$ cat src/rtl/conv_cfg_sequencer_if.sv
// Host request channel plus the LTC2195/AD9783 driver command ports of conv_cfg_sequencer.
// master = sequencer side, slave = top-level / driver side.
interface conv_cfg_sequencer_if;
  logic        host_req_in;
  logic        host_tgt_in;
  logic [15:0] host_addr_in;
  logic [15:0] host_data_in;
  logic        host_ack_out;
  logic        busy_out;
  logic        init_done_out;
  logic        err_out;
  logic        adc_cmd_trig_out;
  logic [15:0] adc_cmd_addr_out;
  logic [15:0] adc_cmd_data_out;
  logic        dac_cmd_trig_out;
  logic [15:0] dac_cmd_addr_out;
  logic [15:0] dac_cmd_data_out;
  logic [15:0] dac_cmd_data_in;

  modport master (
    input  host_req_in, host_tgt_in, host_addr_in, host_data_in, dac_cmd_data_in,
    output host_ack_out, busy_out, init_done_out, err_out,
    output adc_cmd_trig_out, adc_cmd_addr_out, adc_cmd_data_out,
    output dac_cmd_trig_out, dac_cmd_addr_out, dac_cmd_data_out
  );

  modport slave (
    output host_req_in, host_tgt_in, host_addr_in, host_data_in, dac_cmd_data_in,
    input  host_ack_out, busy_out, init_done_out, err_out,
    input  adc_cmd_trig_out, adc_cmd_addr_out, adc_cmd_data_out,
    input  dac_cmd_trig_out, dac_cmd_addr_out, dac_cmd_data_out
  );
endinterface

$ cat src/rtl/conv_cfg_sequencer.sv
// Plays a fixed LTC2195/AD9783 SPI init table after reset, then arbitrates host writes onto the
// shared driver command ports. Define CFG_READBACK_EN to verify every DAC write by readback.
module conv_cfg_sequencer #(
  parameter int unsigned STARTUP_DLY = 1000,
  parameter int unsigned SPI_WAIT    = 2000,
  parameter int unsigned N_INIT      = 4
) (
  input logic                  clk_in,
  input logic                  rst_in,
  conv_cfg_sequencer_if.master bus
);
  localparam int unsigned WaitW = $clog2(SPI_WAIT + 1);
  localparam int unsigned DlyW  = $clog2(STARTUP_DLY + 1);
  localparam logic [WaitW-1:0] WaitLast = WaitW'(SPI_WAIT - 1);
  localparam logic [DlyW-1:0]  DlyLast  = DlyW'(STARTUP_DLY - 1);
  localparam logic [3:0]       IdxLast  = 4'(N_INIT - 1);

  typedef enum logic [2:0] {
    StStart,
    StIssue,
    StWait,
    StAck,
    StReady
`ifdef CFG_READBACK_EN
    ,
    StRdIssue,
    StRdWait,
    StCheck
`endif
  } state_e;

  typedef struct packed {
    logic        tgt;  // 0 = ADC, 1 = DAC
    logic [15:0] addr;
    logic [15:0] data;
  } cmd_t;

  function automatic cmd_t init_entry(input logic [3:0] idx);
    cmd_t e;
    e = '{tgt: 1'b0, addr: 16'h0000, data: 16'h0000};
    case (idx)
      4'd0: e.data = 16'h0080;
      4'd1: e.addr = 16'h0002;
      4'd2: begin
        e.tgt  = 1'b1;
        e.data = 16'h0020;
      end
      4'd3: begin
        e.tgt  = 1'b1;
        e.addr = 16'h0002;
      end
      default: ;
    endcase
    return e;
  endfunction

  state_e           state_q, state_d;
  logic [DlyW-1:0]  dly_q, dly_d;
  logic [WaitW-1:0] wait_q, wait_d;
  logic [3:0]       idx_q, idx_d;
  cmd_t             cmd_q, cmd_d;
  logic             init_done_q, init_done_d;
  logic [15:0]      adc_addr_q, adc_addr_d, adc_data_q, adc_data_d;
  logic [15:0]      dac_addr_q, dac_addr_d, dac_data_q, dac_data_d;
  logic             cmd_done;
`ifdef CFG_READBACK_EN
  logic             err_q, err_d;
`else
  logic             unused_rd;
  assign unused_rd = ^bus.dac_cmd_data_in;
`endif

  always_comb begin
    state_d     = state_q;
    dly_d       = dly_q;
    wait_d      = wait_q;
    idx_d       = idx_q;
    cmd_d       = cmd_q;
    init_done_d = init_done_q;
    cmd_done    = 1'b0;
`ifdef CFG_READBACK_EN
    err_d       = err_q;
`endif
    case (state_q)
      StStart: begin
        if (dly_q == DlyLast) begin
          idx_d   = 4'd0;
          cmd_d   = init_entry(4'd0);
          state_d = StIssue;
        end else begin
          dly_d = dly_q + 1'b1;
        end
      end
      StIssue: begin
        wait_d  = '0;
        state_d = StWait;
      end
      StWait: begin
        if (wait_q == WaitLast) begin
          wait_d = '0;
`ifdef CFG_READBACK_EN
          if (cmd_q.tgt) state_d = StRdIssue;
          else           cmd_done = 1'b1;
`else
          cmd_done = 1'b1;
`endif
        end else begin
          wait_d = wait_q + 1'b1;
        end
      end
      StReady: begin
        if (bus.host_req_in) begin
          cmd_d   = '{tgt: bus.host_tgt_in, addr: bus.host_addr_in, data: bus.host_data_in};
          state_d = StIssue;
        end
      end
      StAck: state_d = StReady;
`ifdef CFG_READBACK_EN
      StRdIssue: begin
        wait_d  = '0;
        state_d = StRdWait;
      end
      StRdWait: begin
        if (wait_q == WaitLast) begin
          wait_d  = '0;
          state_d = StCheck;
        end else begin
          wait_d = wait_q + 1'b1;
        end
      end
      StCheck: begin
        if (bus.dac_cmd_data_in[7:0] != cmd_q.data[7:0]) err_d = 1'b1;
        cmd_done = 1'b1;
      end
`endif
      default: state_d = StStart;
    endcase

    // A finished command either advances the init table or, once init is over, acks the host.
    if (cmd_done) begin
      if (init_done_q) begin
        state_d = StAck;
      end else if (idx_q == IdxLast) begin
        init_done_d = 1'b1;
        state_d     = StReady;
      end else begin
        idx_d   = idx_q + 4'd1;
        cmd_d   = init_entry(idx_q + 4'd1);
        state_d = StIssue;
      end
    end
  end

  // Command ports only change when a new strobe is about to go out.
  always_comb begin
    adc_addr_d = adc_addr_q;
    adc_data_d = adc_data_q;
    dac_addr_d = dac_addr_q;
    dac_data_d = dac_data_q;
    if (state_d == StIssue) begin
      if (cmd_d.tgt) begin
        dac_addr_d = cmd_d.addr;
        dac_data_d = cmd_d.data;
      end else begin
        adc_addr_d = cmd_d.addr;
        adc_data_d = cmd_d.data;
      end
    end
`ifdef CFG_READBACK_EN
    if (state_d == StRdIssue) dac_addr_d = cmd_q.addr | 16'h8000;
`endif
  end

  always_ff @(posedge clk_in) begin
    if (rst_in) begin
      state_q     <= StStart;
      dly_q       <= '0;
      wait_q      <= '0;
      idx_q       <= 4'd0;
      cmd_q       <= '0;
      init_done_q <= 1'b0;
      adc_addr_q  <= 16'h0000;
      adc_data_q  <= 16'h0000;
      dac_addr_q  <= 16'h0000;
      dac_data_q  <= 16'h0000;
`ifdef CFG_READBACK_EN
      err_q       <= 1'b0;
`endif
    end else begin
      state_q     <= state_d;
      dly_q       <= dly_d;
      wait_q      <= wait_d;
      idx_q       <= idx_d;
      cmd_q       <= cmd_d;
      init_done_q <= init_done_d;
      adc_addr_q  <= adc_addr_d;
      adc_data_q  <= adc_data_d;
      dac_addr_q  <= dac_addr_d;
      dac_data_q  <= dac_data_d;
`ifdef CFG_READBACK_EN
      err_q       <= err_d;
`endif
    end
  end

  assign bus.adc_cmd_trig_out = (state_q == StIssue) && !cmd_q.tgt;
`ifdef CFG_READBACK_EN
  assign bus.dac_cmd_trig_out = ((state_q == StIssue) && cmd_q.tgt) || (state_q == StRdIssue);
  assign bus.err_out          = err_q;
`else
  assign bus.dac_cmd_trig_out = (state_q == StIssue) && cmd_q.tgt;
  assign bus.err_out          = 1'b0;
`endif
  assign bus.adc_cmd_addr_out = adc_addr_q;
  assign bus.adc_cmd_data_out = adc_data_q;
  assign bus.dac_cmd_addr_out = dac_addr_q;
  assign bus.dac_cmd_data_out = dac_data_q;
  assign bus.host_ack_out     = (state_q == StAck);
  assign bus.busy_out         = (state_q != StReady);
  assign bus.init_done_out    = init_done_q;

endmodule

$ cat src/flat_wrapper.sv
// flat-port wrapper written by rule: the top's interface ports become plain ports
module conv_cfg_sequencer_flat 
#(
  parameter int unsigned STARTUP_DLY = 1000,
  parameter int unsigned SPI_WAIT    = 2000,
  parameter int unsigned N_INIT      = 4
)
  (clk_in, rst_in, bus_host_req_in, bus_host_tgt_in, bus_host_addr_in, bus_host_data_in, bus_dac_cmd_data_in, bus_host_ack_out, bus_busy_out, bus_init_done_out, bus_err_out, bus_adc_cmd_trig_out, bus_adc_cmd_addr_out, bus_adc_cmd_data_out, bus_dac_cmd_trig_out, bus_dac_cmd_addr_out, bus_dac_cmd_data_out);
  conv_cfg_sequencer_if bus_i ();
  input logic clk_in;
  input logic rst_in;
  input wire logic [$bits(bus_i.host_req_in)-1:0] bus_host_req_in;
  input wire logic [$bits(bus_i.host_tgt_in)-1:0] bus_host_tgt_in;
  input wire logic [$bits(bus_i.host_addr_in)-1:0] bus_host_addr_in;
  input wire logic [$bits(bus_i.host_data_in)-1:0] bus_host_data_in;
  input wire logic [$bits(bus_i.dac_cmd_data_in)-1:0] bus_dac_cmd_data_in;
  output wire logic [$bits(bus_i.host_ack_out)-1:0] bus_host_ack_out;
  output wire logic [$bits(bus_i.busy_out)-1:0] bus_busy_out;
  output wire logic [$bits(bus_i.init_done_out)-1:0] bus_init_done_out;
  output wire logic [$bits(bus_i.err_out)-1:0] bus_err_out;
  output wire logic [$bits(bus_i.adc_cmd_trig_out)-1:0] bus_adc_cmd_trig_out;
  output wire logic [$bits(bus_i.adc_cmd_addr_out)-1:0] bus_adc_cmd_addr_out;
  output wire logic [$bits(bus_i.adc_cmd_data_out)-1:0] bus_adc_cmd_data_out;
  output wire logic [$bits(bus_i.dac_cmd_trig_out)-1:0] bus_dac_cmd_trig_out;
  output wire logic [$bits(bus_i.dac_cmd_addr_out)-1:0] bus_dac_cmd_addr_out;
  output wire logic [$bits(bus_i.dac_cmd_data_out)-1:0] bus_dac_cmd_data_out;
  assign bus_i.host_req_in = bus_host_req_in;
  assign bus_i.host_tgt_in = bus_host_tgt_in;
  assign bus_i.host_addr_in = bus_host_addr_in;
  assign bus_i.host_data_in = bus_host_data_in;
  assign bus_i.dac_cmd_data_in = bus_dac_cmd_data_in;
  assign bus_host_ack_out = bus_i.host_ack_out;
  assign bus_busy_out = bus_i.busy_out;
  assign bus_init_done_out = bus_i.init_done_out;
  assign bus_err_out = bus_i.err_out;
  assign bus_adc_cmd_trig_out = bus_i.adc_cmd_trig_out;
  assign bus_adc_cmd_addr_out = bus_i.adc_cmd_addr_out;
  assign bus_adc_cmd_data_out = bus_i.adc_cmd_data_out;
  assign bus_dac_cmd_trig_out = bus_i.dac_cmd_trig_out;
  assign bus_dac_cmd_addr_out = bus_i.dac_cmd_addr_out;
  assign bus_dac_cmd_data_out = bus_i.dac_cmd_data_out;
  conv_cfg_sequencer #(.STARTUP_DLY(STARTUP_DLY), .SPI_WAIT(SPI_WAIT), .N_INIT(N_INIT)) u_core (.clk_in(clk_in), .rst_in(rst_in), .bus(bus_i));
endmodule
$ cat config.mk
export PLATFORM = sky130hd
export DESIGN_NAME = conv_cfg_sequencer_flat
export DESIGN_NICKNAME = d
export VERILOG_FILES = /design/src/rtl/conv_cfg_sequencer_if.sv /design/src/rtl/conv_cfg_sequencer.sv /design/src/flat_wrapper.sv
export SDC_FILE = /design/constraint.sdc
export NUM_CORES = 1
export LEC_CHECK = 0
export ABC_AREA = 1
export CORE_UTILIZATION = 52
export DETAILED_ROUTE_END_ITERATION = 10
export PLACE_DENSITY = 0.91
export SLEW_MARGIN = 40
export SYNTH_ARGS = -nofsm -noshare
export SYNTH_HDL_FRONTEND = slang
export SYNTH_SLANG_ARGS = --single-unit
$ cat constraint.sdc
create_clock -name clk_in -period 2.2 [get_ports clk_in]
set_input_delay 0.44 -clock clk_in [delete_from_list [all_inputs] [get_ports clk_in]]
set_output_delay 0.44 -clock clk_in [all_outputs]
set_load 0.005 [all_outputs]
==> flow_summary_export.csv, run 1 <==
group,metric,value,unit
placement,gp_congestion,0.836,
clock_tree,cts_buffer_depth,2,
power,seq_power_share,44.1,%
sta,hold_viol,0,
logic_synthesis,synthMuxAreaShare,0,%
logic_synthesis,yosys.cell_types.count,39,
logic_synthesis,synthAdderAreaFrac,1.43,%
flow_run,cap_violations,0,
setup_path,crit_top_cell,"nor2_1",
power,swShare,22.9,%
placement,dp.cells,1089,
clock_tree,htreeDepth,4,
global_route,grt_overflow,0,
setup_path,crit_chain,"inv_1 -> nor2_1 -> nand2_1 -> nor2_1 -> clkdlybuf4s50_1",
power,ir_worst_vdd,0.000571,V
power,p_clk_share,53.1,%
detailed_routing,via_per_inst,5.38,
global_route,grt.busiest_layer,"met2",
global_route,met1_usage,31.9,%
sta,fin_tns_setup,0,ns
setup_path,critPathSlowestCell,"clkdlybuf4s50_1",
setup_path,crit_type,"reg2out",
min_path,min_path_type,"in2reg",
clock_tree,path_clk_slew,0.06,ns
sta,period_needed,2.08,ns
logic_synthesis,synth_top_family_by_area,"simple AND/OR/NAND/NOR gates",
sta,drv_slew,0,
global_route,grtUsageMet2,45.0,%
clock_tree,clk_latency,0.42,ns
detailed_routing,drt.antenna.violating_nets,0,
detailed_routing,drtPass1Iterations,5,
clock_tree,cts_hold_buf,0,
logic_synthesis,synth-xor-area-share,0.695,%
logic_synthesis,ys_warn_count,0,
logic_synthesis,synthCells,874,
clock_tree,numCtsBuffers,17,
sta,hold_ws,0.451,ns
die,die_h,110,µm
setup_path,slowest_delay,0.51,ns
sta,timing.final.crit_share,94.7,%
clock_tree,root_buffer,"clkbuf_16",
setup_path,end_kind,"output pin",
sta,finClkSkew,0.00906,ns
logic_synthesis,ys_ff_latch,126,
sta,tightest_slew,0.544,ns
die,rows,39,
logic_synthesis,synthArstFlopShare,0,%
die,dieArea,12200,µm²
power,power_leakage,3.37,nW
outcome,status,"completed",
sta,finalSetupViolations,0,
logic_synthesis,yosysSeqAreaShare,41.2,%
logic_synthesis,synth-edff-count,0,
placement,dp_hpwl,10200,µm
die,die_width,110,µm
placement,io_buffers,104,
logic_synthesis,synth_ff_type,"dfxtp_1",
final_layout,post-route-util,68.9,%
global_route,grt.met3_usage,6.26,%
final_layout,diodes,0,
power,power,5.19,mW
logic_synthesis,synth_compound_area_share,8.35,%
logic_synthesis,synthSimpleGateAreaFrac,38.2,%
logic_synthesis,syn_area,6120,µm²
detailed_routing,drt_wl_total,16400,µm
detailed_routing,avgRoutedWirePerCell,14.6,µm
global_route,grt_max_degree,47,
setup_path,start_kind,"flip-flop",
global_route,grtUsageTotal,26.7,%
global_route,grt_pass1_wl,26600,µm
setup_path,crit_fanout,3,
detailed_routing,via_count,6045,
logic_synthesis,synth_area_leader_cell,"dfxtp_1",
power,p_int,4.00,mW
logic_synthesis,synthesis.nets,933,
final_layout,areaGrowthSynthToFinish,28.6,%
global_route,grt_pass1_vias,5705,
logic_synthesis,avgSynthCellArea,7.00,µm²
global_route,antenna_found_initial,1,
die,coreArea,11400,µm²
power,comb_power_share,2.8,%
clock_tree,cts_tree,"yes",
final_layout,final_nets,1027,
die,start_util,53.6,%
power,switchingPower,1.19,mW
setup_path,arrival,1.64,ns
detailed_routing,drcViolationCount,0,
setup_path,required,1.76,ns
logic_synthesis,yosys-top-cells-area,"dfxtp_1, nand2_1, nor2_1",
power,p_per_area,660,nW/µm²
sta,slew-limit-headroom,63.7,%
clock_tree,clock_sinks,126,
logic_synthesis,synth_top_area_share,41.2,%
detailed_routing,drt_iter0_markers,510,
final_layout,layout-drive-gt1-share,11.6,%
final_layout,stdcell_count,1124,
sta,max_clock_freq,480,MHz
die,ios,122,
path summary, 6_finish.rpt:
kind	to	startpoint	slack [ns]	depth (start not counted)
min	u_core.wait_q[2]	rst_in	0.45	4
max reg2reg	u_core.bus.dac_cmd_data_out[14]	u_core.wait_q[0]	0.14	12
min reg2reg	u_core.bus.dac_cmd_data_out[10]	u_core.bus.dac_cmd_data_out[10]	0.48	2
max	bus_adc_cmd_trig_out	u_core.state_q[0]	0.12	5
worst max-delay path: cells and delay by family, from the launching register on:
kind	cells	cell delay [ns]
simple gates	3	0.30
flops	1	0.36
buf+inv	2	0.57
timing repair:
action                                  4_1_cts  5_1_grt
gates resized for setup                       0        8
endpoints found under the setup margin        0       34
hold endpoints to repair                      0        0
buffers inserted                              0        3
routing by layer:
layer	share of wire, %	up-vias	wire, µm
met5	0.079	-	13
met4	3.4	2	557
met3	6.7	53	1100
met2	49	258	8010
met1	41	2771	6670
li1	-	2961	-
Yosys cell counts (3+ instances only):
cell,count
nand2_2,6
a21oi_2,19
nand4_1,7
nor3_1,13
dfxtp_1,126
ha_1,7
nand3_1,95
nand3_4,3
nor2_4,3
a21oi_1,45
nand3_2,8
nor2_2,6
buf_2,10
clkbuf_1,17
buf_4,4
inv_1,65
o21ai_0,14
nand2_1,228
buf_6,12
inv_2,6
nor2_1,155
power by group through the flow:
stage	combinational, mW	sequential (mW)	clock, mW
3_5_place_dp	0.143	2.34	0
5_1_grt	0.162	2.29	2.86
6_report	0.146	2.29	2.76
4_1_cts	0.145	2.29	2.78
2_1_floorplan	0.0616	2.34	0
3_3_place_gp	0.143	2.34	0
flip-flops by register name, indices dropped and copies added, names as in the netlist:
register                     cells
u_core.cmd_q                    33
u_core.bus.adc_cmd_addr_out     16
u_core.bus.adc_cmd_data_out     16
u_core.bus.dac_cmd_addr_out     16
u_core.bus.dac_cmd_data_out     16
u_core.wait_q                   11
u_core.dly_q                    10
u_core.idx_q                     4
u_core.state_q                   3
u_core.bus.init_done_out         1
through the flow:
step	instance area (µm²)	worst slack, ns
2_1_floorplan	6120	0.397
3_3_place_gp	7220	0.148
3_5_place_dp	7220	0.113
4_1_cts	7800	0.0481
5_1_grt	7870	-0.0191
6_report	7870	0.116
cell type report:
class                   instances  area (µm²)
flip-flops and latches        126        2520
well taps                     143         179
clock inverters                12         128
clock buffers                  20         457
repair buffers                123        1290
inverters                      73         277
multi-input cells             627        3010
fillers                       840        3550
kinds of logic after synthesis:
family / after synthesis
other: 1
buffers and inverters: 121
flip-flops: 126
AND/OR/NAND/NOR: 531
AO/OA/AOI/OAI: 84
XOR/XNOR: 4
adder cells (fa/ha/maj): 7
cells in the final DEF, fill, tap and decap left out, drive strengths merged:
master / n
nand2: 236
nor2: 165
dfxtp: 126
nand3: 106
clkdlybuf4s50: 103
inv: 77
a21oi: 64
clkbuf: 20
buf: 20
o21ai: 15
nor3: 13
nand4: 8
ha: 7
clkinv: 4
clkinvlp: 3
a211oi: 2
xor2: 2
nand3b: 2
xnor2: 2
or2: 1
o221ai: 1
o31ai: 1
a221oi: 1
conb: 1
bufinv: 1
No activity file was read; power rests on OpenSTA's default activity.
==> run 2, diff against run 1 <==
CORE_UTILIZATION = 46   (was 52)
PLACE_DENSITY = 0.83   (was 0.91)
REMOVE_ABC_BUFFERS = 1   (was unset)
SKIP_LAST_GASP = 1   (was unset)
==> run 2 against run 1 <==
Via count down 4.7%. Count of clock-buffer cells in the layout up 2. Critical endpoint is now bus_dac_cmd_trig_out. Non-clock buffer count unchanged. Highest routed layer is now met4. Total power down 3.2%. Die area up 13%.
==> flow_summary_export.csv, run 2 (synthesized netlist as in run 1, its figures left out) <==
group,metric,value,unit
outcome,status,"completed",
power,swShare,20.3,%
global_route,grt_pass1_wl,24200,µm
detailed_routing,drt_wl_total,14300,µm
die,ios,122,
sta,finalSetupViolations,0,
clock_tree,cts_tree,"yes",
power,power_leakage,3.36,nW
power,comb_power_share,3.0,%
detailed_routing,via_per_inst,5.01,
placement,dpl_cell_area,7260,µm²
global_route,grt_overflow,0,
placement,post-place-ws,0.119,ns
die,coreArea,12800,µm²
flow_run,cap_violations,0,
sta,fin_ws,0.125,ns
sta,drv_slew,0,
clock_tree,path_clk_slew,0.05,ns
final_layout,final_nets,1027,
detailed_routing,drcViolationCount,0,
power,switchingPower,1.02,mW
power,seq_power_share,45.6,%
sta,hold_viol,0,
final_layout,final_common_cell,"nand2_1",
die,start_util,47.9,%
final_layout,final_cell_mix,"nand2_1, nor2_1, dfxtp_1",
clock_tree,clock_sinks,126,
detailed_routing,drt_iter0_markers,459,
final_layout,fin_area,7810,µm²
global_route,antenna_found_initial,0,
detailed_routing,drt.antenna.violating_nets,0,
clock_tree,clk_latency,0.42,ns
placement,dp_hpwl,9600,µm
final_layout,areaGrowthSynthToFinish,27.7,%
detailed_routing,drtPass1Iterations,5,
final_layout,post-route-util,61.1,%
setup_path,crit_fanout,3,
placement,gp_congestion,0.877,
clock_tree,numCtsBuffers,17,
sta,max_clock_freq,482,MHz
setup_path,crit_type,"reg2out",
die,die_h,117,µm
power,p_clk_share,51.4,%
die,die_width,117,µm
detailed_routing,avgRoutedWirePerCell,12.4,µm
power,ir_worst_vdd,0.000613,V
sta,rsz0062_at_grt,"true",
clock_tree,cts_hold_buf,0,
power,p_per_area,644,nW/µm²
sta,tightest_slew,0.579,ns
die,dieArea,13800,µm²
final_layout,largest_reg_flops,33,
sta,slew-limit-headroom,61.0,%
final_layout,layout-drive-gt1-share,11.0,%
sta,timing.final.crit_share,94.3,%
placement,io_buffers,104,
global_route,grt_max_degree,48,
final_layout,top_register,"u_core.cmd_q",
setup_path,arrival,1.63,ns
detailed_routing,via_count,5762,
setup_path,required,1.76,ns
die,rows,41,
power,p_int,4.01,mW
setup_path,end_kind,"output pin",
min_path,min_path_type,"in2reg",
setup_path,start_kind,"flip-flop",
sta,period_needed,2.07,ns
clock_tree,htreeDepth,4,
global_route,grt_pass1_vias,5281,
power,power,5.03,mW
clock_tree,root_buffer,"clkbuf_16",
sta,finClkSkew,0.00751,ns
final_layout,diodes,0,
clock_tree,cts_buffer_depth,2,
sta,fin_tns_setup,0,ns
global_route,grtUsageTotal,21.5,%
-- run 2: what timing repair did --
action	in CTS	in global routing
endpoints found under the hold margin	0	0
setup buffers	0	0
resized for setup	0	1
endpoints found under the setup margin	0	5
-- run 2: final cells by class --
cell class                      count  area, µm²
Clock buffer                       22        484
Clock inverter                      6       62.6
Fill cell                        1109       4960
Inverter                           73        274
Multi-Input combinational cell    627       2980
Sequential cell                   126       2520
Tap cell                          172        215
Timing Repair Buffer              123       1270
-- run 2: metal layers --
| layer | GRT usage (%) | wire length [µm] | part of all wire (%) | vias to the layer above |
|---|---|---|---|---|
| met4 | 11.0 | 366 | 2.6 | 0 |
| met2 | 35.8 | 6750 | 47 | 175 |
| li1 | - | - | - | 2959 |
| met3 | 4.23 | 723 | 5.1 | 23 |
| met1 | 26.4 | 6440 | 45 | 2605 |
| met5 | 0 | 0 | 0 | - |
-- run 2: worst paths after layout --
check                                                    start                              end  slack [ns]  cells after the start
worst min register to register  u_core.bus.dac_cmd_addr_out[6]   u_core.bus.dac_cmd_addr_out[6]        0.48                      2
worst min-delay path                                    rst_in  u_core.bus.adc_cmd_addr_out[13]        0.44                      4
worst max register to register                u_core.wait_q[0]   u_core.bus.adc_cmd_addr_out[1]        0.22                     11
worst max-delay path                         u_core.state_q[0]             bus_dac_cmd_trig_out        0.13                      5
-- run 2: metrics by stage --
stage          cells  hold slack (ns)
3_3_place_gp    1121            0.460
5_1_grt         1149            0.481
3_5_place_dp    1121            0.471
2_1_floorplan    826            0.454
6_report        1149            0.445
4_1_cts         1149            0.449
-- run 2: critical path, stage by stage (launching register included) --
cell and delay, ns:
dfxtp_2 0.37, inv_1 0.07, nor2_1 0.08, nand2_1 0.10, nor2_1 0.10, clkdlybuf4s50_1 0.50
-- run 2: power groups by stage --
stage	clock [mW]	sequential [mW]	combinational [mW]
floorplan	0	2.34	0.0494
finish	2.58	2.29	0.149
CTS	2.63	2.29	0.149
detailed placement	0	2.34	0.148
global placement	0	2.34	0.149
global route	2.74	2.29	0.163
